$ cat config.mk
export PLATFORM = sky130hd
export DESIGN_NAME = serial_word_rx
export DESIGN_NICKNAME = d
export VERILOG_FILES = /design/src/rtl/serial_rx_pkg.sv /design/src/rtl/serial_bit_counter.sv /design/src/rtl/serial_word_rx.sv
export SDC_FILE = /design/constraint.sdc
export NUM_CORES = 1
export LEC_CHECK = 0
export CAP_MARGIN = 15
export CORE_ASPECT_RATIO = 0.9
export CORE_UTILIZATION = 57
export CTS_BUF_LIST = sky130_fd_sc_hd__clkbuf_8
export CTS_CLUSTER_DIAMETER = 200
export CTS_CLUSTER_SIZE = 12
export DETAILED_ROUTE_END_ITERATION = 6
export MAX_ROUTING_LAYER = met4
export PLACE_DENSITY_LB_ADDON = 0.12
export SKIP_CTS_REPAIR_TIMING = 1
export SLEW_MARGIN = 20
export SYNTH_ARGS = -nofsm -noshare
export SYNTH_HDL_FRONTEND = slang
export SYNTH_SLANG_ARGS = --single-unit
export TNS_END_PERCENT = 1
$ cat constraint.sdc
create_clock -name CLK -period 2.47 [get_ports CLK]
set_clock_uncertainty 0.1 [all_clocks]
set_input_delay 0.741 -clock CLK [delete_from_list [all_inputs] [get_ports CLK]]
set_output_delay 0.741 -clock CLK [all_outputs]
set_load 0.01 [all_outputs]
$ cat src/rtl/serial_rx_pkg.sv
// serial_rx_pkg: receiver state encoding and shift/counter select codes
package serial_rx_pkg;
    typedef enum logic [1:0] {IDLE, SHIFT, FULL} rx_state_t;
    localparam logic [1:0] SEL_LOAD = 2'b00;
    localparam logic [1:0] SEL_SHL0 = 2'b01;
    localparam logic [1:0] SEL_SHR  = 2'b10;
    localparam logic [1:0] SEL_HOLD = 2'b11;
endpackage

$ cat src/rtl/serial_bit_counter.sv
// serial_bit_counter: down-counter with load/decrement/hold that stops at zero
module serial_bit_counter
    import serial_rx_pkg::*;
#(
    parameter int CNT_W = 6
) (
    input  logic             clk,
    input  logic             rst,
    input  logic [1:0]       i_sel,
    input  logic [CNT_W-1:0] i_load,
    output logic [CNT_W-1:0] o_cnt,
    output logic             o_zero
);
    logic [CNT_W-1:0] r_cnt;
    // any select other than LOAD or HOLD counts down, never past zero
    always_ff @(posedge clk) begin
        if (rst) r_cnt <= '0;
        else if (i_sel == SEL_LOAD) r_cnt <= i_load;
        else if (i_sel != SEL_HOLD && r_cnt != '0) r_cnt <= r_cnt - 1'b1;
    end
    assign o_cnt  = r_cnt;
    assign o_zero = (r_cnt == '0);
endmodule

$ cat src/rtl/serial_word_rx.sv
// serial_word_rx: bit-serial deserializer with selectable shift edge and valid/ready output register
module serial_word_rx
    import serial_rx_pkg::*;
#(
    parameter int WIDTH = 36,
    parameter int CNT_W = $clog2(WIDTH + 1)
) (
    input  logic             CLK,
    input  logic             RESET,
    input  logic             START,
    input  logic             ABORT,
    input  logic             DIR,
    input  logic             SIN,
    input  logic             SVALID,
    output logic [0:WIDTH-1] WORD,
    output logic             WVALID,
    input  logic             WREADY,
    output logic             BUSY,
    output logic [CNT_W-1:0] BITCNT,
    output logic             OVERRUN
);
    rx_state_t        r_state, w_state_nxt;
    logic [0:WIDTH-1] r_shift, w_shift_nxt, r_word;
    logic [1:0]       w_sh_sel, w_cnt_sel;
    logic [CNT_W-1:0] w_cnt_load;
    logic             w_zero, w_free, w_xfer, w_ovr_set, w_ovr_clr;
    logic             r_wvalid, r_overrun;

    assign w_free = !r_wvalid || WREADY;

    serial_bit_counter #(.CNT_W(CNT_W)) u_cnt (
        .clk    (CLK),
        .rst    (RESET),
        .i_sel  (w_cnt_sel),
        .i_load (w_cnt_load),
        .o_cnt  (BITCNT),
        .o_zero (w_zero)
    );

    // next state, shift/counter selects and the shift-to-output transfer decision
    always_comb begin
        w_state_nxt = r_state;
        w_sh_sel    = SEL_HOLD;
        w_cnt_sel   = SEL_HOLD;
        w_cnt_load  = '0;
        w_xfer      = 1'b0;
        w_ovr_set   = 1'b0;
        w_ovr_clr   = 1'b0;
        case (r_state)
            IDLE: begin
                if (START) begin
                    w_state_nxt = SHIFT;
                    w_sh_sel    = SEL_LOAD;
                    w_cnt_sel   = SEL_LOAD;
                    w_cnt_load  = CNT_W'(WIDTH);
                    w_ovr_clr   = 1'b1;
                end
            end
            SHIFT: begin
                if (ABORT) begin
                    w_state_nxt = IDLE;
                    w_cnt_sel   = SEL_LOAD;
                end else if (SVALID && !w_zero) begin
                    w_sh_sel  = DIR ? SEL_SHL0 : SEL_SHR;
                    w_cnt_sel = SEL_SHR;
                    if (BITCNT == CNT_W'(1)) begin
                        w_xfer      = w_free;
                        w_state_nxt = w_free ? IDLE : FULL;
                    end
                end
            end
            FULL: begin
                if (ABORT) begin
                    w_state_nxt = IDLE;
                    w_cnt_sel   = SEL_LOAD;
                end else begin
                    w_ovr_set   = SVALID;
                    w_xfer      = w_free;
                    w_state_nxt = w_free ? IDLE : FULL;
                end
            end
            default: w_state_nxt = IDLE;
        endcase
    end

    assign w_shift_nxt = (w_sh_sel == SEL_LOAD) ? '0 :
                         (w_sh_sel == SEL_SHL0) ? {SIN, r_shift[0:WIDTH-2]} :
                         (w_sh_sel == SEL_SHR)  ? {r_shift[1:WIDTH-1], SIN} : r_shift;

    // state and shift register
    always_ff @(posedge CLK) begin
        if (RESET) begin
            r_state <= IDLE;
            r_shift <= '0;
        end else begin
            r_state <= w_state_nxt;
            r_shift <= w_shift_nxt;
        end
    end

    // output register: refill on transfer, otherwise drop valid once accepted
    always_ff @(posedge CLK) begin
        if (RESET) begin
            r_word   <= '0;
            r_wvalid <= 1'b0;
        end else if (w_xfer) begin
            r_word   <= w_shift_nxt;
            r_wvalid <= 1'b1;
        end else if (WREADY) begin
            r_wvalid <= 1'b0;
        end
    end

    // sticky overrun flag, cleared when a new word is armed
    always_ff @(posedge CLK) begin
        if (RESET) r_overrun <= 1'b0;
        else if (w_ovr_clr) r_overrun <= 1'b0;
        else if (w_ovr_set) r_overrun <= 1'b1;
    end

    assign WORD    = r_word;
    assign WVALID  = r_wvalid;
    assign OVERRUN = r_overrun;
    assign BUSY    = (r_state != IDLE);
endmodule

Word level (Yosys, flattened, before mapping)
Index checks and enable logic that the tools add are counted.

word-level totals
  output and inout port bits = 45
  logic and storage cells = 65
  input port bits = 8
  flip-flop bits (word level) = 82

cells by class
  add/subtract/negate cells = 1
  reductions and logical operators = 15
  muxes and demuxes = 34
  eq/ne operators = 9

operators with widths
  kind                                                 count
  2-to-1 mux 36 bit                                    3
  2-to-1 mux 2 bit                                     12
  2-to-1 mux 6 bit                                     4
  one-hot mux 2 bit (3 select lines)                   2
  2-to-1 mux 1 bit                                     11
  equality test 6 x 1 -> 1 bit, second input constant  1
  zero test 2 bit                                      3
  zero test 6 bit                                      1
  inequality test 3 bit, second input constant         2
  nonzero test 2 bit                                   3
  nonzero test 6 bit                                   1
  subtractor 6 x 1 -> 6 bit, second input constant     1
  equality test 2 x 1 -> 1 bit, second input constant  2
  equality test 2 bit, second input constant           2
  inequality test 2 bit, second input constant         2
  one-hot mux 2 bit (2 select lines)                   1
  AND reduction 3 bit                                  1
  logical AND 1 bit                                    2
  zero test 1 bit                                      2
  one-hot mux 1 bit (2 select lines)                   1
  OR reduction 2 bit                                   1
  logical OR 1 bit                                     1

Longest topological paths before layout
Gate-level depths: netlist of run 1.

  word-level depth = 10
  depth in mapped cells = 8
  gate-level depth less buffers = 6

Cells and area by module
A second synthesis of run 1 with hierarchy kept.

unflattened totals
  cells, all modules = 385
  area, all modules = 3657.3 µm²

modules (own cells, without submodules)
  module              times used  sequential area each (µm²)  cells an instance  area an instance (µm²)
  serial_word_rx      1           1521.5                      331                3233.1
  serial_bit_counter  1           120.1                       54                 424.2

Worst setup path before layout of run 1
No wires, ideal clock.

  kind = reg-to-reg
  from = register u_cnt.r_cnt[0], in the netlist u_cnt.o_cnt[0]
  to = register r_word, in the netlist WORD[0]
  period minus slack after synthesis = 2328 ps
  buffers on the path = 2
  arrival = 2136 ps
  required time = 2278 ps
  library setup time = 92 ps
  stages on the path, launching flop included = 9
  path slack = 142 ps
  path through = dfxtp_1 inv_1 ha_1 nor2b_1 a41oi_1 or4_1 buf_2 buf_6 o32ai_1

on the way
  longest elaborated chain between the ends = 10
  elaborated cells on any way between the ends = 17
  classes of those cells = 3 x eq/ne; 10 x mux; 4 x reduce/logical

ends and longest elaborated chain
  element                             line                      source
  start: declaration                  serial_bit_counter.sv:14  logic [CNT_W-1:0] r_cnt;
  start signal: assignment            serial_bit_counter.sv:18  else if (i_sel == SEL_LOAD) r_cnt <= i_load;
  start signal: assignment            serial_bit_counter.sv:19  else if (i_sel != SEL_HOLD && r_cnt != '0) r_cnt <= r_cnt - 1'b1;
  zero test 6 bit                     serial_bit_counter.sv:22  assign o_zero = (r_cnt == '0);
  zero test 1 bit                     serial_word_rx.sv:63      end else if (SVALID && !w_zero) begin
  logical AND 1 bit                   serial_word_rx.sv:63
  2-to-1 mux 2 bit                    serial_word_rx.sv:63
  2-to-1 mux 2 bit                    serial_word_rx.sv:60      if (ABORT) begin
  one-hot mux 2 bit (2 select lines)  serial_word_rx.sv:49      case (r_state)
  equality test 2 bit                 serial_word_rx.sv:88      (w_sh_sel == SEL_SHR) ? {r_shift[1:WIDTH-1], SIN} : r_shift;
  2-to-1 mux 36 bit                   serial_word_rx.sv:88
  2-to-1 mux 36 bit                   serial_word_rx.sv:87      (w_sh_sel == SEL_SHL0) ? {SIN, r_shift[0:WIDTH-2]} :
  2-to-1 mux 36 bit                   serial_word_rx.sv:86      assign w_shift_nxt = (w_sh_sel == SEL_LOAD) ? '0 :
  end signal: assignment              serial_word_rx.sv:107     r_word <= w_shift_nxt;
  end: declaration                    serial_word_rx.sv:23      logic [0:WIDTH-1] r_shift, w_shift_nxt, r_word;

Parallel ways exist; a longest one is shown, timed or not.
A chain may end at the register's enable or synchronous reset.

Worst setup path after layout of run 1
  from = input port SVALID
  to = register r_word, in the netlist WORD[31]

on the way
  longest elaborated chain between the ends = 8
  elaborated cells on any way between the ends = 13
  classes of those cells = 2 x eq/ne; 9 x mux; 2 x reduce/logical

ends and longest elaborated chain
  element                             line                  source
  start: declaration                  serial_word_rx.sv:14  input logic SVALID,
  logical AND 1 bit *                 serial_word_rx.sv:63
  2-to-1 mux 2 bit                    serial_word_rx.sv:63
  2-to-1 mux 2 bit                    serial_word_rx.sv:60
  one-hot mux 2 bit (2 select lines)  serial_word_rx.sv:49
  equality test 2 bit                 serial_word_rx.sv:88
  2-to-1 mux 36 bit                   serial_word_rx.sv:88
  2-to-1 mux 36 bit                   serial_word_rx.sv:87
  2-to-1 mux 36 bit                   serial_word_rx.sv:86

Mark *: on every way between the ends. The rest lies on a longest branch, timed or not.

==> results of run 1 <==
-- logic make-up after synthesis --
kind of cell    share of synthesized area [%]
simple gates                             23.8
buf+inv                                  5.23
mux                                     0.513
compound gates                           25.8
flops                                    42.1
fa+ha+maj                                2.57
-- worst max-delay path: cells and delay by family --
kind | cells | cell delay, ps
simple gates | 2 | 720
buf+inv | 2 | 670
compound gates | 2 | 440
-- power breakdown --
part	switching, uW	internal [uW]	leakage, uW
logic	360	247	0.000985
clock network	519	478	0.000107
registers	35.6	1350	0.000662
-- per-stage QoR --
stage	utilization [%]	hold slack, ps	area (sq um)	total power, uW
6_report	77.7	390	5110	2990
3_5_place_dp	74.2	379	4880	2000
2_1_floorplan	-	383	3900	1760
4_1_cts	77.2	395	5080	2980
3_3_place_gp	74.2	371	4880	2000
5_1_grt	77.7	404	5110	3110
-- synth_stat cells (2+ instances only) --
cell type	instances	area share, %
a31oi_1	6	0.96
o31ai_1	2	0.38
nand4_1	2	0.32
a21oi_1	41	5.3
nor2_1	6	0.58
mux2i_1	2	0.51
inv_1	8	0.77
or4_1	3	0.58
clkbuf_1	35	3.4
a2111oi_0	36	8.1
o21ai_0	3	0.38
nand2_1	7	0.67
nand3_1	5	0.64
buf_6	3	0.87
a211oi_1	2	0.38
nor3_1	4	0.51
nand2b_1	41	6.6
ha_1	8	2.6
o32ai_1	36	8.1
nor2b_1	39	6.3
dfxtp_1	82	42
nor4_1	37	5.9
-- per-layer routing --
metal / track usage [%] / vias to the layer above
met5: - / -
met4: 9.84 / 0
met3: 6.06 / 17
met2: 47.3 / 116
met1: 39.8 / 1840
li1: - / 1829
-- layout make-up --
class | instances | area share (%)
multi-input combinational | 298 | 41.0
sequential | 82 | 32.1
timing repair buffer | 111 | 20.2
clock buffer | 9 | 2.42
tap | 90 | 2.20
clock inverter | 7 | 1.49
inverter | 8 | 0.587
-- state kept, by name (all words and copies together) (netlist names) --
signal and cells:
OVERRUN 1, WORD 36, r_state 2, r_shift 36, WVALID 1, u_cnt.o_cnt 6
-- how the worst max path moves through the flow --
stage                                      from                     to  slack (ps)
CTS                     r_state[0]$_SDFFE_PP0P_                   BUSY        -120
finish                                   SVALID  WORD[31]$_SDFFE_PP0P_          30
global route                             SVALID  WORD[30]$_SDFFE_PP0P_         -30
detailed placement                       SVALID  WORD[31]$_SDFFE_PP0P_        -440
floorplan           u_cnt.o_cnt[0]$_SDFFE_PP0P_   WORD[0]$_SDFFE_PP0P_         140
global placement                         SVALID  WORD[16]$_SDFFE_PP0P_        -350
==> impl_metrics.env, run 1 <==
export IMPL_fin_crit_sh_pct=98.7
export IMPL_fp_dieH_um=80.5
export IMPL_synth_area_sq_mm=0.00390
export IMPL_synthArstFlopShare_pct=0
export IMPL_clock_path_buffers=2
export IMPL_wl_met3_um=537
export IMPL_antenna_found_initial=0
export IMPL_row_count=28
export IMPL_cts_sinks=82
export IMPL_multi_input_area_sq_mm=0.00210
export IMPL_worstReg2RegEnd="WORD[31]$_SDFFE_PP0P_"
export IMPL_cts_tree="done"
export IMPL_fin_ws_ps=32.7
export IMPL_routed_via_density=6.28
export IMPL_wl_per_cell_um=17.1
export IMPL_path_cells="clkdlybuf4s50_1, nor2b_4, a41oi_2, or4_4, buf_12, o32ai_1"
export IMPL_finish_net_count=526
export IMPL_relSlewSlack_pct=50.5
export IMPL_register_area_sq_mm=0.00164
export IMPL_tightest_slew_ps=743
export IMPL_hold_viol_final=0
export IMPL_grt_pass1_wl_um=16500
export IMPL_r2r_start="u_cnt.o_cnt[0]$_SDFFE_PP0P_"
export IMPL_syn_to_final_growth_pct=31.1
export IMPL_m1WireLength_um=4820
export IMPL_slowest_delay_ps=550
export IMPL_via_count=3802
export IMPL_max_freq_mhz=410
export IMPL_grt_max_degree=81
export IMPL_final_max_slew_viol_count=0
export IMPL_cp_required_ps=2630
export IMPL_antenna_cells=0
export IMPL_synth_cells=428
export IMPL_portBuffers=52
export IMPL_drc_errors=0
export IMPL_maxUsedRoutingLayer="met4"
export IMPL_nFillCells=519
export IMPL_path_class="in2reg"
export IMPL_ir_drop_uv=436
export IMPL_die_x_um=89.2
export IMPL_cts_made_buffers=9
export IMPL_clkSlewWorstSetupHoldPaths_ps=90
export IMPL_cp_slowest_cell="or4_4"
export IMPL_grt_pass1_vias=3527
export IMPL_critical_path_max_fanout=36
export IMPL_min_from="WORD[8]$_SDFFE_PP0P_"
export IMPL_wl_met2_um=4840
export IMPL_finalWirelength_um=10300
export IMPL_post_place_ws_ps=-444
export IMPL_synth_flop_cell="dfxtp_1"
export IMPL_final_common_cell="dfxtp_1"
export IMPL_ys_types=42
export IMPL_yosysWarnings=0
export IMPL_leakage_uw=0.00175
export IMPL_syn_area_per_cell_sq_um=9.12
export IMPL_min_period_ps=2440
export IMPL_globalplace_congestion=0.925
export IMPL_reg2reg_depth=7
export IMPL_synth_edff_count=0
export IMPL_layout_common_cells="dfxtp_1 (82), buf_4 (53), clkdlybuf4s50_1 (49), nand2b_1 (41), a21oi_1 (41)"
export IMPL_first_pass_iters=5
export IMPL_synth_seq_cells=82
export IMPL_ant_nets=0
export IMPL_start_util_pct=59.3
export IMPL_drive_gt1_share_pct=17.3
export IMPL_cp_start_kind="input port"
export IMPL_fin_cells=605
export IMPL_ff2ff_setup_slack_ps=100
export IMPL_cp_end_kind="flop"
export IMPL_dp_hpwl_um=6340
export IMPL_fin_tns_setup_ps=0
export IMPL_whs_path_depth=2
export IMPL_clock_latency_ps=360
export IMPL_arrival_ps=2600
export IMPL_h_tree_depth=3
export IMPL_dp_cells=589
export IMPL_dieArea_sq_mm=0.00718
export IMPL_hp_class="reg2reg"
export IMPL_root_buffer="clkbuf_8"
export IMPL_synth_seq_area_share_pct=42.1
export IMPL_status="finished clean"
export IMPL_initialDrtViolationCount=246
export IMPL_io_pin_count=53
export IMPL_syn_num_nets=444
export IMPL_p_per_area_mw_per_mm2=585
export IMPL_grt_overflow=0
export IMPL_drv_cap=0
export IMPL_rsz0062_at_grt="yes"
export IMPL_setup_viol=0
export IMPL_design_core_area_sq_mm=0.00659
export IMPL_globalRouteTotalUtil_pct=30.4
export IMPL_hold_path_endpoint="WORD[8]$_SDFFE_PP0P_"
Note: power is estimated with default switching activity, not from simulation.
==> run 2: changes to the inputs <==
Clock period 2.47 ns to 2.71 ns, I/O delays scaled along.
==> run 2 against run 1 <==
Compared with the run above:
- critical path depth down 2
- first-iteration DRC count up 61%
- worst setup slack better by 60 ps
- power down 8.3%
- combinational power down 11%
- worst hold slack better by 1.2 ps
- utilization down 0.93 points
- global-route usage up 0.58 points
- cell count down 1.3%
==> impl_metrics.env, run 2 (synthesized netlist as in run 1, its figures left out) <==
export IMPL_root_buffer="clkbuf_8"
export IMPL_grt_overflow=0
export IMPL_globalRouteTotalUtil_pct=31.0
export IMPL_io_pin_count=53
export IMPL_syn_to_final_growth_pct=29.5
export IMPL_layout_common_cells="dfxtp_1 (80), clkdlybuf4s50_1 (50), buf_4 (44), nand2b_1 (41), a21oi_1 (41)"
export IMPL_final_common_cell="dfxtp_1"
export IMPL_first_pass_iters=4
export IMPL_grt_pass1_vias=3466
export IMPL_grt_pass1_wl_um=16800
export IMPL_ir_drop_uv=323
export IMPL_path_cells="inv_1, ha_1, inv_1, clkdlybuf4s50_1"
export IMPL_antenna_cells=0
export IMPL_p_total_uw=2740
export IMPL_holdWs_ps=391
export IMPL_routed_via_density=6.41
export IMPL_initialDrtViolationCount=395
export IMPL_relSlewSlack_pct=50.2
export IMPL_cp_end_kind="primary output"
export IMPL_hold_viol_final=0
export IMPL_path_delay_family="buffers and inverters"
export IMPL_cp_start_kind="flop"
export IMPL_start_util_pct=59.3
export IMPL_ant_nets=0
export IMPL_h_tree_depth=3
export IMPL_register_area_sq_mm=0.00164
export IMPL_slowest_delay_ps=530
export IMPL_via_count=3829
export IMPL_hp_class="reg2reg"
export IMPL_multi_input_area_sq_mm=0.00207
export IMPL_maxUsedRoutingLayer="met4"
export IMPL_cts_sinks=82
export IMPL_tightest_slew_ps=746
export IMPL_die_x_um=89.2
export IMPL_finalWirelength_um=10300
export IMPL_finish_net_count=518
export IMPL_cp_num_buf_inv=3
export IMPL_row_count=28
export IMPL_drv_cap=0
export IMPL_cp_required_ps=1800
export IMPL_path_class="reg2out"
export IMPL_portBuffers=52
export IMPL_status="finished clean"
export IMPL_clkSlewWorstSetupHoldPaths_ps=90
export IMPL_antenna_found_initial=0
export IMPL_dieArea_sq_mm=0.00718
export IMPL_post_place_ws_ps=-219
export IMPL_cts_tree="done"
export IMPL_cp_slowest_cell="clkdlybuf4s50_1"
export IMPL_clock_path_buffers=2
export IMPL_p_per_area_mw_per_mm2=543
export IMPL_wl_met2_um=4880
export IMPL_dp_hpwl_um=6210
export IMPL_nFillCells=504
export IMPL_drive_gt1_share_pct=15.8
export IMPL_fin_crit_sh_pct=96.6
export IMPL_rsz0062_at_grt="no"
export IMPL_wl_met3_um=677
export IMPL_arrival_ps=1700
export IMPL_crit_path_frequent_cell="inv_1"
export IMPL_clock_latency_ps=360
export IMPL_globalplace_congestion=0.911
export IMPL_setup_viol=0
export IMPL_leakage_uw=0.00169
export IMPL_max_freq_mhz=382
export IMPL_final_max_slew_viol_count=0
export IMPL_wl_per_cell_um=17.3
export IMPL_min_period_ps=2620
export IMPL_design_core_area_sq_mm=0.00659
export IMPL_critical_path_max_fanout=6
export IMPL_cts_made_buffers=9
export IMPL_final_core_util_pct=76.7
export IMPL_fp_dieH_um=80.5
export IMPL_m1WireLength_um=4690
export IMPL_drc_errors=0
export IMPL_grt_max_degree=81
export IMPL_fin_ws_ps=92.6
[run 2: cell types whose count changed in the layout (fill, tap and decap cells not counted), sizes merged]
cell,previous run,this run
clkinvlp,0,2
buf,61,53
clkbuf,9,11
dlymetal6s2s,1,0
inv,12,8
clkdlybuf4s50,49,50
[run 2: metal layers]
layer | vias up | GRT usage, %
met1 | 1856 | 41.0
met2 | 140 | 47.4
li1 | 1822 | -
met4 | 0 | 8.25
met5 | - | -
met3 | 11 | 7.61
[run 2: final timing paths]
kind	startpoint	end	slack [ps]	cells after the start
worst min register to register	WORD[12]$_SDFFE_PP0P_	WORD[12]$_SDFFE_PP0P_	390	2
worst max register to register	u_cnt.o_cnt[0]$_SDFFE_PP0P_	WORD[19]$_SDFFE_PP0P_	220	7
worst min-delay path	WORD[12]$_SDFFE_PP0P_	WORD[12]$_SDFFE_PP0P_	390	2
worst max-delay path	r_state[0]$_SDFFE_PP0P_	BUSY	90	4
[run 2: power breakdown]
| group | switching (uW) | internal, uW |
|---|---|---|
| clock network | 457 | 479 |
| logic | 325 | 217 |
| registers | 34.1 | 1230 |
| total | 817 | 1930 |
[run 2: stage by stage]
stage / TNS [ps] / std cells / instance area [sq um]
2_1_floorplan: 0 / 428 / 3900
3_3_place_gp: -4550 / 581 / 4840
3_5_place_dp: -6690 / 581 / 4840
4_1_cts: 0 / 597 / 5050
5_1_grt: 0 / 597 / 5050
6_report: 0 / 597 / 5050
[run 2: final cells by class]
type,count,area share [%]
Timing Repair Buffer,103,19.4
Clock buffer,11,3.00
Sequential cell,82,32.5
Clock inverter,5,1.24
Inverter,8,0.594
Tap cell,90,2.23
Multi-Input combinational cell,298,41.0
[run 2: worst min-delay path: stages, from the launching register on]
cell and delay, ps:
dfxtp_1 320, nand2b_1 60, o32ai_1 70
==> run 3: changes to the inputs <==
Settings changed: CORE_UTILIZATION 57 to 55, CTS_BUF_LIST sky130_fd_sc_hd__clkbuf_8 to unset, CTS_CLUSTER_DIAMETER 200 to unset.
==> run 3 against run 2 <==
Compared with the run above:
- worst hold slack worse by 0.99 ps
- worst setup slack worse by 0.71 ps
- final area is 0.30% lower
- power is 4.0% higher
- sequential cell count is the same
- non-clock buffer count is 5 lower
- global-route usage fell by 2.2 points
- register-to-register slack got worse by 20 ps
==> impl_metrics.env, run 3 (synthesized netlist as in run 1, its figures left out) <==
export IMPL_status="finished clean"
export IMPL_tightest_slew_ps=704
export IMPL_cts_sinks=82
export IMPL_die_x_um=90.8
export IMPL_antenna_found_initial=0
export IMPL_fp_dieH_um=81.9
export IMPL_cp_required_ps=2850
export IMPL_ir_drop_uv=364
export IMPL_drc_errors=0
export IMPL_routed_via_density=6.31
export IMPL_dieArea_sq_mm=0.00744
export IMPL_nFillCells=511
export IMPL_grt_pass1_wl_um=16700
export IMPL_fin_ws_ps=91.9
export IMPL_hold_viol_final=0
export IMPL_final_max_slew_viol_count=0
export IMPL_finish_net_count=513
export IMPL_design_core_area_sq_mm=0.00673
export IMPL_first_pass_iters=5
export IMPL_initialDrtViolationCount=347
export IMPL_cp_slowest_cell="or4_1"
export IMPL_via_count=3735
export IMPL_path_cells="clkdlybuf4s50_1, nor2b_2, a41oi_1, or4_1, buf_12, o32ai_1"
export IMPL_clock_path_buffers=2
export IMPL_leakage_uw=0.00167
export IMPL_drv_cap=0
export IMPL_max_freq_mhz=382
export IMPL_cp_start_kind="input port"
export IMPL_wl_per_cell_um=17.4
export IMPL_start_util_pct=58.0
export IMPL_row_count=28
export IMPL_setup_viol=0
export IMPL_relSlewSlack_pct=51.8
export IMPL_slowest_delay_ps=590
export IMPL_holdWs_ps=390
export IMPL_clock_latency_ps=350
export IMPL_arrival_ps=2760
export IMPL_syn_to_final_growth_pct=29.1
export IMPL_globalplace_congestion=0.885
export IMPL_path_class="in2reg"
export IMPL_root_buffer="clkbuf_8"
export IMPL_io_pin_count=53
export IMPL_grt_pass1_vias=3474
export IMPL_grt_max_degree=81
export IMPL_ant_nets=0
export IMPL_clkSlewWorstSetupHoldPaths_ps=90
export IMPL_rsz0062_at_grt="no"
export IMPL_layout_common_cells="dfxtp_1 (82), clkdlybuf4s50_1 (50), nand2b_1 (41), a21oi_1 (41), buf_4 (39)"
export IMPL_cts_made_buffers=9
export IMPL_dp_hpwl_um=6070
export IMPL_critical_path_max_fanout=36
export IMPL_cp_end_kind="flop"
export IMPL_min_period_ps=2620
export IMPL_antenna_cells=0
export IMPL_cts_tree="done"
export IMPL_hp_class="reg2reg"
export IMPL_finalWirelength_um=10300
export IMPL_fin_crit_sh_pct=96.6
export IMPL_final_common_cell="dfxtp_1"
export IMPL_globalRouteTotalUtil_pct=28.8
export IMPL_portBuffers=52
export IMPL_final_core_util_pct=74.9
export IMPL_drive_gt1_share_pct=14.3
export IMPL_p_per_area_mw_per_mm2=566
export IMPL_dp_cells=576
export IMPL_grt_overflow=0
export IMPL_post_place_ws_ps=-290
export IMPL_fin_cells=592
export IMPL_h_tree_depth=3
==> run 3: worst paths after layout <==
check / startpoint / end / slack, ps / cells after the start
max reg2reg: u_cnt.o_cnt[0]$_SDFFE_PP0P_ / WORD[22]$_SDFFE_PP0P_ / 200 / 7
min reg2reg: WORD[30]$_SDFFE_PP0P_ / WORD[30]$_SDFFE_PP0P_ / 390 / 2
min: WORD[30]$_SDFFE_PP0P_ / WORD[30]$_SDFFE_PP0P_ / 390 / 2
max: SVALID / WORD[22]$_SDFFE_PP0P_ / 90 / 6
==> run 3: routing by layer <==
layer  part of all wire, %  global-route usage [%]  routed length [um]  vias to the layer above
met4                  0.77                    8.73                  79                        0
met5                     0                       -                   0                        -
met3                   6.1                    6.94                 631                        9
li1                      -                       -                   -                     1802
met1                    46                    35.2                4690                     1782
met2                    48                    47.8                4890                      142
==> run 3: final cells by class <==
class                   instances  area, sq um  share of cell area [%]
well taps                      90          113                    2.23
clock inverters                 4         98.8                    1.96
clock buffers                  12          135                    2.68
inverters                       8         30.0                   0.596
multi-input cells             298         2080                    41.2
repair buffers                 98          943                    18.7
flip-flops and latches         82         1640                    32.6
==> run 3: stage by stage <==
step	power, uW	instance area, sq um	setup TNS, ps
global route	2960	5040	0
finish	2850	5040	0
detailed placement	1810	4800	-8790
global placement	1800	4800	-6410
CTS	2850	5030	0
floorplan	1600	3900	0
==> run 3: report_power, final <==
group          switching, uW  internal, uW
registers               33.4          1230
logic                    323           213
clock network            435           617
==> run 3: critical path, delay by kind of cell <==
family          cells  cell delay (ps)
buf+inv             2              680
simple gates        2              770
compound gates      2              490
==> edit (config.mk and constraints of run 3) <==
Register the output `BITCNT`, cleared by the reset; this adds one clock of latency there. The other outputs are not delayed to match.
--- a/src/rtl/serial_word_rx.sv
+++ b/src/rtl/serial_word_rx.sv
@@ -19,6 +19,8 @@
     output logic [CNT_W-1:0] BITCNT,
     output logic             OVERRUN
 );
+
+    logic [CNT_W-1:0] BITCNT_d;
     rx_state_t        r_state, w_state_nxt;
     logic [0:WIDTH-1] r_shift, w_shift_nxt, r_word;
     logic [1:0]       w_sh_sel, w_cnt_sel;
@@ -33,7 +35,7 @@
         .rst    (RESET),
         .i_sel  (w_cnt_sel),
         .i_load (w_cnt_load),
-        .o_cnt  (BITCNT),
+        .o_cnt  (BITCNT_d),
         .o_zero (w_zero)
     );
 
@@ -63,7 +65,7 @@
                 end else if (SVALID && !w_zero) begin
                     w_sh_sel  = DIR ? SEL_SHL0 : SEL_SHR;
                     w_cnt_sel = SEL_SHR;
-                    if (BITCNT == CNT_W'(1)) begin
+                    if (BITCNT_d == CNT_W'(1)) begin
                         w_xfer      = w_free;
                         w_state_nxt = w_free ? IDLE : FULL;
                     end
@@ -122,5 +124,13 @@
     assign WVALID  = r_wvalid;
     assign OVERRUN = r_overrun;
     assign BUSY    = (r_state != IDLE);
+    always_ff @(posedge CLK) begin
+        if (RESET) begin
+            BITCNT <= '0;
+        end else begin
+            BITCNT <= BITCNT_d;
+        end
+    end
+
 endmodule
 
Formal check against the unedited RTL: not equivalent (Yosys sat finds a counterexample within 4 cycles, from zero or initial values and one cycle with RESET high).
==> edit against run 3 <==
Critical path depth down 2; wire length fell by 19%; first-iteration DRC count decreased by 59%; clock power decreased by 11%; combinational power shrank 26%; sequential cell count rose by 6; design area up 1.7%; die area is 6.2% higher; global-route usage is 4.9 points lower; synthesized area is 6.4% higher; worst setup slack better by 0.011 ns; utilization decreased by 3.6 points; total power down 6.2%; critical path type is now reg2out.
==> edit: results (changes against run 3) <==
Post-synth top cells 88 x dfxtp_1, 38 x mux2i_1, 26 x nor2_1; drt pass-1 iters 4 (-1); pre-CTS setup slack -0.1169 ns (+0.1731 ns); slowest CP cell clkdlybuf4s50_1; WHS Endpoint WORD[31]; share of cells above drive strength 1 17.49% (+3.1 points); Critical Path AT 1.69 ns (-1.07 ns); Clock Pin Slew Worst Setup and Hold Paths 0.09 ns (about the same); status completed; R2R setup slack 0.44 ns (+0.24 ns); Distinct cells, synth 44 (+4.8%); CP Max Fanout 7 (-81%); global-route wire length before repair 14480 µm (-13%); Top Family by Delay on Critical Path buffers and inverters; slowest stage delay, CP 0.52 ns (-0.07 ns); slew margin rel. 71.27% (+19 points); R2R Path Start r_state[1]; initial drt markers 144 (-59%); vias in the first global route 3067 (-12%); Placed Area 4917 µm² (+2.5%); # nets final 457 (-11%); dpl cells 523 (-9.2%); WL/cell 15.54 µm (-11%); pin count of the biggest net entering global routing 36 (-56%); DR vias/cell 5.688 (-9.8%); Post-Syn Area per Cell 10.81 µm² (+19%); Hold Crit Start WORD[31]; CP startpoint r_state[0]; FF-to-FF path depth 8 (+1); GP Congestion 0.9255 (+4.6%); Peak VDD IR 0.3177 mV (-13%); Tot GR Track Use 23.96% (-4.9 points); Lkg Pwr 2.106 nW (+26%); Final HPWL DP 5837 µm (-3.9%); sequential share of the synthesized area 42.44% (+0.37 points); Synth Net Count 400 (-9.9%); main area contributors after synthesis dfxtp_1 42%, mux2i_1 9.2%, o31ai_4 8.7%
## edit: layout make-up
cell class	instances	area, µm²
Tap cell	93	116.4
Clock buffer	10	137.6
Clock inverter	6	67.56
Multi-Input combinational cell	244	2152
Fill cell	538	2059
Inverter	21	78.83
Sequential cell	88	1762
Timing Repair Buffer	77	810.8
## edit: how the worst max path moves through the flow
stage	endpoint	slack, ns	cells past startpoint
3_3_place_gp	WORD[13]	-0.03	8
2_1_floorplan	WORD[25]	0.41	5
4_1_cts	BUSY	0.01	4
6_report	BUSY	0.10	4
5_1_grt	BUSY	0.02	4
3_5_place_dp	WORD[28]	-0.12	8
## edit: layer usage
layer	part of all wire (%)	track usage, %
met3	3.3	6.612
met5	0	-
met1	48	29.76
met2	48	38.24
met4	1.1	6.573
## edit: tightest hold or removal path, cell delays in order (launching register included)
cell     delay, ns
dfxtp_1       0.32
inv_1         0.05
o32ai_1       0.07
## edit: per-stage QoR
| step | power [mW] | hold slack [ns] |
|---|---|---|
| global route | 2.795 | 0.3963 |
| CTS | 2.705 | 0.3790 |
| global placement | 1.757 | 0.3614 |
| detailed placement | 1.765 | 0.3658 |
| finish | 2.676 | 0.3758 |
| floorplan | 1.638 | 0.3798 |
## edit: kinds of logic after synthesis
family,share of synthesized area (%)
and+or+nand+nor,12.24
DFF,42.44
AOI/OAI and AO/OA,23.60
adders and majority gates,2.411
xor gates and xnor gates,0.8440
muxes,12.69
buffers and inverters,5.786
## edit: power by group
group / total [mW] / switching [mW] / internal [mW]
clock network: 0.937 / 0.483 / 0.454
registers: 1.34 / 0.0261 / 1.31
logic: 0.398 / 0.237 / 0.161
total: 2.68 / 0.746 / 1.93
